$ cat config.mk
export PLATFORM = sky130hd
export DESIGN_NAME = aes_inv_key_sched
export DESIGN_NICKNAME = d
export VERILOG_FILES = /design/src/rtl/aes_inv_key_sched.sv
export SDC_FILE = /design/constraint.sdc
export NUM_CORES = 2
export LEC_CHECK = 0
export BUFFER_PORTS_ARGS = -buffer_cell sky130_fd_sc_hd__clkbuf_2
export CORE_AREA = 2 2 306 460
export CTS_CLUSTER_DIAMETER = 40
export DETAILED_ROUTE_END_ITERATION = 6
export DIE_AREA = 0 0 308 462
export PLACE_DENSITY = 0.78
export SYNTH_ARGS = -nofsm -noshare
export SYNTH_HDL_FRONTEND = slang
export SYNTH_SLANG_ARGS = --single-unit
$ cat constraint.sdc
create_clock -name clk -period 18.8 [get_ports clk]
set_clock_uncertainty 0.2 [all_clocks]
set_input_delay 2.82 -clock clk [delete_from_list [all_inputs] [get_ports clk]]
set_output_delay 2.82 -clock clk [all_outputs]
set_load 0.02 [all_outputs]
$ cat src/rtl/aes_inv_key_sched.sv
// Iterative AES-128 key schedule for decryption. It emits round keys 10 down to 0, one per
// rk_valid/rk_ready handshake. It can start from the cipher key (forward-expanded first) or from round key 10.
module aes_inv_key_sched #(
  parameter int unsigned NR = 10
) (
  input  logic         clk,
  input  logic         rst,
  input  logic         start,
  input  logic         key_is_last,
  input  logic [127:0] key_in,
  input  logic         rk_ready,
  output logic         rk_valid,
  output logic [127:0] rk_out,
  output logic [3:0]   rk_index,
  output logic         busy,
  output logic         done
);

  typedef enum logic [1:0] {IDLE, FWD, EMIT} state_t;

  state_t       state_q;
  logic [127:0] key_q;
  logic [3:0]   rnd_q;
  logic [3:0]   idx_q;
  logic         valid_q;
  logic         done_q;

  logic [127:0] fwd_d;
  logic [127:0] rev_d;

  function automatic logic [7:0] gmul(input logic [7:0] a, input logic [7:0] b);
    logic [7:0] p;
    logic [7:0] aa;
    p  = '0;
    aa = a;
    for (int unsigned i = 0; i < 8; i++) begin
      if (b[i]) p = p ^ aa;
      aa = {aa[6:0], 1'b0} ^ (aa[7] ? 8'h1b : 8'h00);
    end
    return p;
  endfunction

  // S-box computed as the GF(2^8) inverse (x^254) followed by the affine transform.
  function automatic logic [7:0] sbox(input logic [7:0] x);
    logic [7:0] sq;
    logic [7:0] inv;
    sq  = x;
    inv = 8'h01;
    for (int unsigned i = 1; i < 8; i++) begin
      sq  = gmul(sq, sq);
      inv = gmul(inv, sq);
    end
    return inv ^ {inv[6:0], inv[7]} ^ {inv[5:0], inv[7:6]} ^
           {inv[4:0], inv[7:5]} ^ {inv[3:0], inv[7:4]} ^ 8'h63;
  endfunction

  function automatic logic [31:0] subword(input logic [31:0] w);
    return {sbox(w[31:24]), sbox(w[23:16]), sbox(w[15:8]), sbox(w[7:0])};
  endfunction

  function automatic logic [7:0] rcon(input logic [3:0] r);
    logic [7:0] rc;
    case (r)
      4'd1:    rc = 8'h01;
      4'd2:    rc = 8'h02;
      4'd3:    rc = 8'h04;
      4'd4:    rc = 8'h08;
      4'd5:    rc = 8'h10;
      4'd6:    rc = 8'h20;
      4'd7:    rc = 8'h40;
      4'd8:    rc = 8'h80;
      4'd9:    rc = 8'h1b;
      4'd10:   rc = 8'h36;
      default: rc = 8'h00;
    endcase
    return rc;
  endfunction

  // A single SubWord unit serves both directions: w3 when expanding, v3 when reversing.
  always_comb begin
    logic [31:0] w0, w1, w2, w3, v1, v2, v3, sub_in, t, n0, n1, n2, n3;
    logic [3:0]  rc_sel;
    w0     = key_q[127:96];
    w1     = key_q[95:64];
    w2     = key_q[63:32];
    w3     = key_q[31:0];
    v3     = w3 ^ w2;
    v2     = w2 ^ w1;
    v1     = w1 ^ w0;
    sub_in = (state_q == FWD) ? w3 : v3;
    rc_sel = (state_q == FWD) ? rnd_q : idx_q;
    t      = subword({sub_in[23:0], sub_in[31:24]}) ^ {rcon(rc_sel), 24'h0};
    n0     = w0 ^ t;
    n1     = w1 ^ n0;
    n2     = w2 ^ n1;
    n3     = w3 ^ n2;
    fwd_d  = {n0, n1, n2, n3};
    rev_d  = {w0 ^ t, v1, v2, v3};
  end

  always_ff @(posedge clk or posedge rst) begin
    if (rst) begin
      state_q <= IDLE;
      key_q   <= '0;
      rnd_q   <= '0;
      idx_q   <= '0;
      valid_q <= 1'b0;
      done_q  <= 1'b0;
    end else begin
      done_q <= 1'b0;
      case (state_q)
        IDLE: begin
          if (start) begin
            key_q <= key_in;
            if (key_is_last) begin
              state_q <= EMIT;
              rnd_q   <= 4'(NR);
              idx_q   <= 4'(NR);
              valid_q <= 1'b1;
            end else begin
              state_q <= FWD;
              rnd_q   <= 4'd1;
            end
          end
        end
        FWD: begin
          key_q <= fwd_d;
          if (rnd_q == 4'(NR)) begin
            state_q <= EMIT;
            idx_q   <= 4'(NR);
            valid_q <= 1'b1;
          end else begin
            rnd_q <= rnd_q + 4'd1;
          end
        end
        EMIT: begin
          if (rk_ready) begin
            if (idx_q == 4'd0) begin
              state_q <= IDLE;
              valid_q <= 1'b0;
              done_q  <= 1'b1;
            end else begin
              key_q <= rev_d;
              idx_q <= idx_q - 4'd1;
            end
          end
        end
        default: state_q <= IDLE;
      endcase
    end
  end

  assign rk_valid = valid_q;
  assign rk_out   = key_q;
  assign rk_index = idx_q;
  assign busy     = (state_q != IDLE);
  assign done     = done_q;

endmodule

==> results.txt <==
The run finished, with violations left. The final reports fail on design-rule violations, max-capacitance violations, max-slew violations. The post-route core utilization is 53.9%.

Cells with a size suffix above 1 make up 13.0% of the layout. The fraction of registers with async set or reset after synthesis works out to 100%. The largest area contributor in the synthesized netlist is sky130_fd_sc_hd__xnor2_1. In this run, distinct cell masters in the synthesized netlist total 117. Among all stages on the critical path, the largest delay is contributed by sky130_fd_sc_hd__xnor3_2.

The total area inside the core boundary comes to 139000 sq um. In the post-synthesis netlist, the cell with the most instances is sky130_fd_sc_hd__xnor2_1. For this block, the initial DRC count from the detailed router was 7051.

For the pin with the worst max-slew slack, the measured transition is 1600 ps. The top flip-flop cell by instance count after synthesis was sky130_fd_sc_hd__dfrtp_1. Counting I/O delays and the setup requirement, the final critical path takes 18230 ps. Final-report hold violation count: 0. The tools report the hold-fix buffer count after cts as 0. The count of buffers added on input and output ports is 267. The endpoint identified for the worst register-to-register timing path is rk_out[21]. At the later pin of the worst-skew pair, clock insertion delay measures 490 ps. The share of synthesized area in the top cell type comes to 23.0%.

Kind of critical path: reg -> reg. In the finished design, the share of the clock period the worst path needs comes to 97.0%. The max-slew violation total from the final report is 18, and the worst path arrival time is 18390 ps. Sorting the synthesized cells by area gives the leading types as sky130_fd_sc_hd__xnor2_1 (23%), sky130_fd_sc_hd__xnor3_1 (11%), sky130_fd_sc_hd__nor2_1 (6.8%), sky130_fd_sc_hd__xor2_1 (6.7%), sky130_fd_sc_hd__dfrtp_1 (5.1%). The mapped netlist covers 68800 sq um. TritonCTS built the clock tree. The reg-to-reg startpoint is state_q[1]. The worst min-delay path startpoint is rnd_q[3]. The tools report the overall routed net length as 238000 um.

For the via count of the first global-routing pass, the log shows 67100. Across all register-to-register paths, the minimum setup slack is 570 ps. In this run, CTS created clock tree buffers numbering 17. Counting every instance in the synthesized netlist gives 9273.

Clock net sink count: 140. The library cell used as clock root buffer is sky130_fd_sc_hd__clkbuf_16. The tools report the number of H-tree levels as 4. The effective utilization at floorplan is 49.6%, and the number of warnings reported in the yosys synthesis log is 0.

Final worst slack: 570 ps. Pin placement for this block handled 268 I/O pins. Summing over every cut layer, the via total after detailed routing is 70100.

The initial antenna violation count came out at 19. Counting flops with a built-in enable in the synthesized netlist gives 0. The worst setup path is launched from a flip-flop. Among the stages of the critical path, the cell type that occurs most often is sky130_fd_sc_hd__xnor3_1. The tools report the setup violation total in the final timing report as 0. For the worst flop-to-flop path, the logic depth is 58. For the remaining routing DRC violations, the log shows 11.

The die covers 142000 sq um. Entering global routing, the biggest net connects 207 pins. The number of buffers and inverters on the critical path is 3. In this run the worst hold path is classified as reg -> reg. Of all nets on the critical path, the largest fanout is 35.

For this run, the total global-route usage over all layers was measured as 32.0%. For this run, the detailed router's first-pass iteration total came to 7. Clock-pin slew was measured on the worst setup and hold paths at 70 ps.

At the end of routability-driven placement, the weighted congestion stood at 1.06. The worst hold path terminates at rnd_q[3]. The number of nets in the final layout is 9473, and the count of state elements after synthesis is 140.

The die is 462 um tall. The tools report the net count of the mapped netlist as 9436. The number of cells traversed by the worst hold path is 1. Grouping stages by cell kind, the critical path spends the most delay in XOR/XNOR gates. The worst setup path is captured at a flip-flop.

The logs give 0 ps for the final total negative setup slack and 0 for the total global routing overflow. Timing analysis after detailed placement gives a worst setup slack of -342 ps. Detailed-placement wirelength estimate: 180000 um. From synthesis to final layout, the design area changed by 8.80%.

In this run the horizontal extent of the chip is 308 um. Dividing the synthesized area by the synthesized cell count gives 7.42 sq um. In this run the tightest slew margin relative to its limit is -6.59%. The maximum single-stage delay on the critical path works out to 610 ps. In the routed layout, each cell is associated on average with a via count of 6.31. The sequential cell area fraction in the yosys report is 5.09%, and the number of buffers on the longest clock path is 2. Based on the critical path, the design can be clocked at up to 54.9 MHz. The first global-routing pass estimated 370000 um of wire. By count the netlist is led by sky130_fd_sc_hd__xnor2_1 (1802), sky130_fd_sc_hd__nor2_1 (1251), sky130_fd_sc_hd__nand2_1 (879), sky130_fd_sc_hd__o21ai_0 (554), sky130_fd_sc_hd__xor2_1 (523).

For the antenna violation net count after detailed routing, the log shows 0. The required time of the critical path was 18960 ps. The number of placement rows was 168. The average routed wire per standard cell is 21.4 um, and the number of max-cap violations is 1.
-- flip-flops by register name (all words and copies together) (netlist names) --
register and count:
rk_out 128, rk_index 4, rnd_q 4, state_q 2, done 1, rk_valid 1
-- logic make-up after synthesis --
| logic type | Yosys count | synth area share (%) |
|---|---|---|
| simple gates | 3041 | 19.3 |
| xor+xnor | 2853 | 45.8 |
| compound gates | 2086 | 19.4 |
| buf+inv | 830 | 5.38 |
| mux | 291 | 4.42 |
| flops | 140 | 5.09 |
| fa+ha+maj | 32 | 0.575 |
-- worst max path at each step --
| stage | cells past startpoint | slack (ps) | startpoint | endpoint |
|---|---|---|---|---|
| floorplan | 71 | 1690 | state_q[1] | rk_out[62] |
| detailed placement | 58 | -340 | state_q[1] | rk_out[21] |
| global route | 60 | -60 | state_q[1] | rk_out[32] |
| finish | 58 | 570 | state_q[1] | rk_out[21] |
| global placement | 58 | 20 | state_q[1] | rk_out[78] |
| CTS | 63 | 50 | state_q[1] | rk_out[9] |
-- layout make-up --
type,count,area [sq um]
clock buffers,17,425
well taps,1785,2230
inverters,148,562
fillers,12900,63900
flip-flops and latches,140,3500
multi-input cells,8305,63300
repair buffers,698,4620
diodes,7,17.5
clock inverters,15,171
-- what timing repair did --
action                                  4_1_cts  5_1_grt
endpoints found under the setup margin       22      128
gates resized for setup                      10      165
gates cloned                                  0        2
buffers inserted                              0       24
pin swaps                                     0       12
-- through the flow --
| step | std cells | hold WS [ps] | area (sq um) |
|---|---|---|---|
| 2_1_floorplan | 9273 | 304 | 68800 |
| 3_3_place_gp | 11100 | 320 | 72800 |
| 3_5_place_dp | 11100 | 341 | 72800 |
| 4_1_cts | 11100 | 358 | 73400 |
| 5_1_grt | 11100 | 390 | 74800 |
| 6_report | 11100 | 358 | 74800 |
-- routing by layer --
layer  global-route usage [%]  up-vias  part of all wire (%)
met4                     17.5       26                   5.8
met1                     36.6    33200                    36
met3                     7.28      948                    10
met5                        0        -                 0.077
met2                     55.0     3860                    48
li1                         -    32000                     -
-- placed cells by master (no fill, tap or decap), types with 80 or more instances in the layout --
cell type,netlist,routed
sky130_fd_sc_hd__o211ai_1,86,86
sky130_fd_sc_hd__mux2i_1,240,240
sky130_fd_sc_hd__xor2_1,523,487
sky130_fd_sc_hd__xnor3_1,328,316
sky130_fd_sc_hd__buf_4,69,424
sky130_fd_sc_hd__o21ai_0,554,550
sky130_fd_sc_hd__a21oi_1,499,498
sky130_fd_sc_hd__dfrtp_1,140,140
sky130_fd_sc_hd__a31oi_1,89,88
sky130_fd_sc_hd__nor2_1,1251,1247
sky130_fd_sc_hd__o22ai_1,129,128
sky130_fd_sc_hd__nand2_1,879,878
sky130_fd_sc_hd__clkbuf_2,0,267
sky130_fd_sc_hd__xnor2_2,101,198
sky130_fd_sc_hd__xnor2_1,1802,1688
sky130_fd_sc_hd__nand3_1,161,160
sky130_fd_sc_hd__nand2b_1,80,80
sky130_fd_sc_hd__inv_1,121,120
sky130_fd_sc_hd__nor3_1,303,301
sky130_fd_sc_hd__nor2b_1,94,94
sky130_fd_sc_hd__a22oi_1,98,98
Power is not shown: default switching activity piles up to over one toggle a cycle in this logic, so the estimate is an artifact.
